### config.mk
export PLATFORM = sky130hd
export DESIGN_NAME = bsg_print_stat_event_buffer
export DESIGN_NICKNAME = d
export VERILOG_FILES = /design/src/rtl/bsg_print_stat_event_pkg.sv /design/src/rtl/bsg_print_stat_event_fifo.sv /design/src/rtl/bsg_print_stat_event_buffer.sv
export SDC_FILE = /design/constraint.sdc
export NUM_CORES = 1
export LEC_CHECK = 0
export CORE_MARGIN = 1.5
export CORE_UTILIZATION = 30
export CTS_CLUSTER_DIAMETER = 40
export DETAILED_ROUTE_END_ITERATION = 12
export GPL_TIMING_DRIVEN = 0
export SETUP_SLACK_MARGIN = 0.15
export SKIP_CTS_REPAIR_TIMING = 1
export SYNTH_ARGS = -nofsm -noshare
export SYNTH_HDL_FRONTEND = slang
export SYNTH_HIERARCHICAL = 1
export SYNTH_SLANG_ARGS = --single-unit
### constraint.sdc
create_clock -name clk_i -period 7.75 [get_ports clk_i]
set_input_delay 2.325 -clock clk_i [delete_from_list [all_inputs] [get_ports clk_i]]
set_output_delay 2.325 -clock clk_i [all_outputs]
set_load 0.02 [all_outputs]
### src/rtl/bsg_print_stat_event_pkg.sv
// ---------------------------------------------------------------------------
// bsg_print_stat_event_pkg : shared types and defaults for the event buffer
// rev 1.0
// ---------------------------------------------------------------------------
`default_nettype none

`ifndef BSG_PRINT_STAT_EVENT_PKG_SV
`define BSG_PRINT_STAT_EVENT_PKG_SV

// Entry layout is parameterized by the instantiating module's widths.
`define DECLARE_BSG_PRINT_STAT_EVENT_S(data_width_mp, ctr_width_mp) \
  typedef struct packed { \
    logic [data_width_mp-1:0] tag; \
    logic [ctr_width_mp-1:0]  timestamp; \
  } bsg_print_stat_event_s

package bsg_print_stat_event_pkg;

  localparam int default_els_lp        = 8;
  localparam int default_data_width_lp = 32;
  localparam int default_ctr_width_lp  = 64;

endpackage

`endif

`default_nettype wire

### src/rtl/bsg_print_stat_event_fifo.sv
// ---------------------------------------------------------------------------
// bsg_print_stat_event_fifo : circular buffer with registered head and count
// rev 1.0
// ---------------------------------------------------------------------------
`default_nettype none

module bsg_print_stat_event_fifo
  import bsg_print_stat_event_pkg::*;
#(
  parameter  int width_p        = default_data_width_lp + default_ctr_width_lp,
  parameter  int els_p          = default_els_lp,
  localparam int ptr_width_lp   = $clog2(els_p),
  localparam int count_width_lp = $clog2(els_p + 1)
) (
  input  logic                      clk_i,
  input  logic                      reset_n_i,
  input  logic                      push_i,
  input  logic [width_p-1:0]        data_i,
  input  logic                      pop_i,
  output logic [width_p-1:0]        data_o,
  output logic                      v_o,
  output logic                      full_o,
  output logic [count_width_lp-1:0] count_o
);

  localparam logic [count_width_lp-1:0] full_count_lp = count_width_lp'(els_p);

  logic [width_p-1:0]        mem_q [els_p];
  logic [width_p-1:0]        mem_d [els_p];
  logic [ptr_width_lp-1:0]   wptr_q, wptr_d;
  logic [ptr_width_lp-1:0]   rptr_q, rptr_d;
  logic [count_width_lp-1:0] count_q, count_d;

  always_comb begin
    mem_d   = mem_q;
    wptr_d  = wptr_q;
    rptr_d  = rptr_q;
    count_d = count_q;
    if (push_i) begin
      mem_d[wptr_q] = data_i;
      wptr_d        = wptr_q + ptr_width_lp'(1);
    end
    if (pop_i) begin
      rptr_d = rptr_q + ptr_width_lp'(1);
    end
    case ({push_i, pop_i})
      2'b10:   count_d = count_q + count_width_lp'(1);
      2'b01:   count_d = count_q - count_width_lp'(1);
      default: count_d = count_q;
    endcase
  end

  always_ff @(posedge clk_i or negedge reset_n_i) begin
    if (!reset_n_i) begin
      wptr_q  <= '0;
      rptr_q  <= '0;
      count_q <= '0;
    end else begin
      wptr_q  <= wptr_d;
      rptr_q  <= rptr_d;
      count_q <= count_d;
    end
  end

  // Storage is qualified by count, so it needs no reset.
  always_ff @(posedge clk_i) begin
    mem_q <= mem_d;
  end

  assign data_o  = mem_q[rptr_q];
  assign v_o     = (count_q != '0);
  assign full_o  = (count_q == full_count_lp);
  assign count_o = count_q;

endmodule

`default_nettype wire

### src/rtl/bsg_print_stat_event_buffer.sv
// ---------------------------------------------------------------------------
// bsg_print_stat_event_buffer : timestamped print-stat capture with drop count
// rev 1.0
// ---------------------------------------------------------------------------
`default_nettype none

module bsg_print_stat_event_buffer
  import bsg_print_stat_event_pkg::*;
#(
  parameter  int data_width_p     = default_data_width_lp,
  parameter  int ctr_width_p      = default_ctr_width_lp,
  parameter  int els_p            = default_els_lp,
  parameter  int drop_ctr_width_p = 16,
  localparam int count_width_lp   = $clog2(els_p + 1)
) (
  input  logic                        clk_i,
  input  logic                        reset_n_i,
  input  logic                        en_i,
  input  logic                        clear_i,
  input  logic                        print_stat_v_i,
  input  logic [data_width_p-1:0]     print_stat_tag_i,
  input  logic [ctr_width_p-1:0]      ctr_i,
  output logic                        v_o,
  output logic [data_width_p-1:0]     tag_o,
  output logic [ctr_width_p-1:0]      timestamp_o,
  input  logic                        yumi_i,
  output logic [count_width_lp-1:0]   count_o,
  output logic [drop_ctr_width_p-1:0] drop_count_o,
  output logic                        overflow_o
);

  `DECLARE_BSG_PRINT_STAT_EVENT_S(data_width_p, ctr_width_p);

  bsg_print_stat_event_s wr_event, rd_event;

  logic capture, push, pop, drop, full;
  logic [drop_ctr_width_p-1:0] drop_count_q, drop_count_d;
  logic                        overflow_q, overflow_d;

  assign capture            = en_i & print_stat_v_i;
  assign pop                = yumi_i & v_o;
  assign push               = capture & (~full | pop);
  assign drop               = capture & full & ~pop;
  assign wr_event.tag       = print_stat_tag_i;
  assign wr_event.timestamp = ctr_i;

  bsg_print_stat_event_fifo #(
    .width_p ($bits(bsg_print_stat_event_s)),
    .els_p   (els_p)
  ) fifo (
    .clk_i     (clk_i),
    .reset_n_i (reset_n_i),
    .push_i    (push),
    .data_i    (wr_event),
    .pop_i     (pop),
    .data_o    (rd_event),
    .v_o       (v_o),
    .full_o    (full),
    .count_o   (count_o)
  );

  // Clear takes effect before a same-cycle drop is accounted.
  always_comb begin
    drop_count_d = clear_i ? '0 : drop_count_q;
    overflow_d   = clear_i ? 1'b0 : overflow_q;
    if (drop) begin
      overflow_d = 1'b1;
      if (drop_count_d != '1) begin
        drop_count_d = drop_count_d + drop_ctr_width_p'(1);
      end
    end
  end

  always_ff @(posedge clk_i or negedge reset_n_i) begin
    if (!reset_n_i) begin
      drop_count_q <= '0;
      overflow_q   <= 1'b0;
    end else begin
      drop_count_q <= drop_count_d;
      overflow_q   <= overflow_d;
    end
  end

  assign tag_o        = rd_event.tag;
  assign timestamp_o  = rd_event.timestamp;
  assign drop_count_o = drop_count_q;
  assign overflow_o   = overflow_q;

  yumi_needs_valid: assert property (@(posedge clk_i) disable iff (!reset_n_i) yumi_i |-> v_o);

endmodule

`default_nettype wire

==> impl_metrics.yaml <==
status:
  outcome: "finished clean"
cells_and_area:
  multi_input_area_mm2: 0.00637
  seq_area_mm2: 0.0237
  drive_above_1_share_pct: 33.3
  final_common_cell: "edfxtp_1"
  final_cell_mix: "edfxtp_1, clkdlybuf4s50_1, mux4_2"
  fin_cells: 3109
  final_nets: 1760
  area_delta_synth_final_pct: 29.6
  fillers: 8806
yosys:
  syn_nets: 1379
  synthArstFlopShare_pct: 3.40
  ys.flop_type: "edfxtp_1"
  synth_area_mm2: 0.0304
  synth-edff-count: 768
  seq_area_frac_synth_pct: 78.0
  syn-instance-count: 1271
  synth.distinct_cells: 45
  yosys_warnings: 6
  syn_avg_cell_area_um2: 23.9
  netlist.area_leader.share_pct: 75.8
  synth_top_area_cell: "edfxtp_1"
  synth_seq_cells: 795
  synthTopCellsByArea: "edfxtp_1, mux4_2, mux2_2"
die:
  start_util_pct: 30.3
  die_h_um: 321
  dieArea_mm2: 0.103
  row_count: 116
  core_area_mm2: 0.100
  ioPinCount: 220
  die_x_um: 321
worst_hold_path:
  holdPathEnd: "fifo/count_o[3]$_DFFE_PN0P_"
  min_path_type: "reg -> reg"
  worstHoldPathCells: 1
  min_from: "fifo/count_o[3]$_DFFE_PN0P_"
power:
  leakage_nw: 12.6
  power_density_mw_per_mm2: 386
  ir_drop_v: 0.000214
clock_tree:
  cts_buffers: 114
  clockBufferDepth: 3
  cts_max_level: 3
  cts_num_sinks: 795
  cts_tree: "built"
  root_buffer: "clkbuf_16"
  clk_latency_ns: 0.70
  cts.clk_slew.worst_paths_ns: 0.05
global_routing:
  grt_max_degree: 28
  grt_pass1_vias: 15700
  track_usage_pct: 13.9
  grt_first_pass_wirelength_um: 104000
  grt_antenna_before_repair: 8
  gr-total-overflow: 0
sta:
  setup_viol: 0
  drv_slew: 0
  grt_setup_unrepaired: "false"
  skew_ns: 0.0244
  period_needed_ns: 6.14
  timing.fmax_mhz: 163
  setup_ws_ns: 1.61
  worst_pin_slew_ns: 0.932
  final.period_utilization_pct: 79.3
  hold_viol_final: 0
  holdWs_ns: 0.514
  slew_headroom_pct: 37.9
worst_setup_path:
  r2r_start: "fifo/count_o[2]$_DFFE_PN0P_"
  critPathMaxFanout: 10
  required_ns: 5.43
  r2r_cells: 9
  arrival_ns: 3.82
  r2r-end: "fifo/mem_q[723]$_DFFE_PP_"
  cp-end-kind: "output pin"
  critPathKind: "reg -> out"
  crit_path_start_kind: "flip-flop"
  ff2ff_setup_slack_ns: 4.21
flow_run:
  cap_violations: 0
placement:
  io_buffer_count: 219
  dp_hpwl_um: 45100
  placed_cells: 2893
  globalplace.congestion: 0.762
  dp_slack_ns: 2.02
routing:
  routed_wl_um: 71500
  drtIter0Drc: 1212
  firstDrtPassIters: 5
  drc: 0
  wire_per_inst_um: 23.0
  antenna_left: 0
  via_per_inst: 4.63
  vias: 14400
==> cell families (layout without fill, tap and decap cells) <==
family | count (synthesis) | after routing | synth area share (%)
mux | 297 | 297 | 18.1
buf+inv | 63 | 543 | 1.27
other cells | 0 | 1 | 0
xor+xnor | 13 | 13 | 0.374
simple gates | 72 | 72 | 1.42
compound gates | 25 | 25 | 0.580
fa+ha+maj | 6 | 6 | 0.247
flops | 795 | 795 | 78.0
==> through the flow <==
step | power, mW | TNS, ns | area (um^2) | util, %
final | 15.2 | 0 | 39400 | 39.3
after global routing | 15.9 | 0 | 39400 | 39.3
after CTS | 15.5 | 0 | 39400 | 39.3
after detailed placement | 10.2 | 0 | 35400 | 35.3
after global placement | 10.1 | -4146.26 | 34300 | 34.2
after floorplan | 8.13 | 0 | 30400 | -
==> worst max path at each step <==
stage,startpoint,end,cells after the start
2_1_floorplan,yumi_i,fifo/mem_q[0]$_DFFE_PP_,4
3_3_place_gp,yumi_i,fifo/mem_q[45]$_DFFE_PP_,5
3_5_place_dp,yumi_i,fifo/mem_q[723]$_DFFE_PP_,9
4_1_cts,fifo/rptr_q[2]$_DFFE_PN0P_,tag_o[6],5
5_1_grt,fifo/rptr_q[2]$_DFFE_PN0P_,tag_o[6],5
6_report,fifo/rptr_q[2]$_DFFE_PN0P_,tag_o[6],5
==> worst max-delay path, stage by stage, from the launching register on <==
cell             delay [ns]
dfrtp_1                0.31
clkbuf_1               0.54
buf_2                  0.51
clkbuf_1               0.75
mux2_2                 0.43
clkdlybuf4s50_1        0.58
==> per-layer routing <==
| metal | vias to the layer above | wire [um] | GRT usage [%] |
|---|---|---|---|
| met4 | 8 | 1550 | 4.48 |
| met5 | - | 46 | 0 |
| met1 | 7643 | 31100 | 18.4 |
| li1 | 6232 | - | - |
| met2 | 396 | 34700 | 22.5 |
| met3 | 119 | 4100 | 3.21 |
==> report_power, final <==
part,leakage [nW],switching (mW),internal (mW),total [mW]
Combinational,3.42,2.43,2.34,4.77
Clock,1.93,2.07,3.21,5.28
Sequential,7.29,0.0968,5.08,5.18
Total,12.6,4.60,10.6,15.2
==> flip-flops by register name, summed over array words and instances, names as in the netlist <==
register      cells
fifo/rptr_q       3
drop_count_o     16
overflow_o        1
fifo/count_o      4
fifo/wptr_q       3
fifo/mem_q      768
==> cell type report <==
| cell class | instances | area share, % |
|---|---|---|
| sequential | 795 | 60.2 |
| multi-input combinational | 413 | 16.2 |
| clock inverter | 93 | 2.80 |
| buffer | 56 | 0.914 |
| clock buffer | 122 | 7.31 |
| timing repair buffer | 265 | 8.24 |
| tap | 1357 | 4.31 |
| inverter | 7 | 0.0666 |
| antenna | 1 | 0.00635 |
==> synthesized netlist by cell type, types with 7 or more instances <==
cell type  count
buf_1         18
nor2_1        15
buf_6         19
inv_1          7
dfrtp_1       27
mux2_2       103
xor2_1         7
nand2_1       15
nor2b_1        8
clkbuf_1      13
edfxtp_1     768
mux4_2       192
No activity file was read; power rests on OpenSTA's default activity.
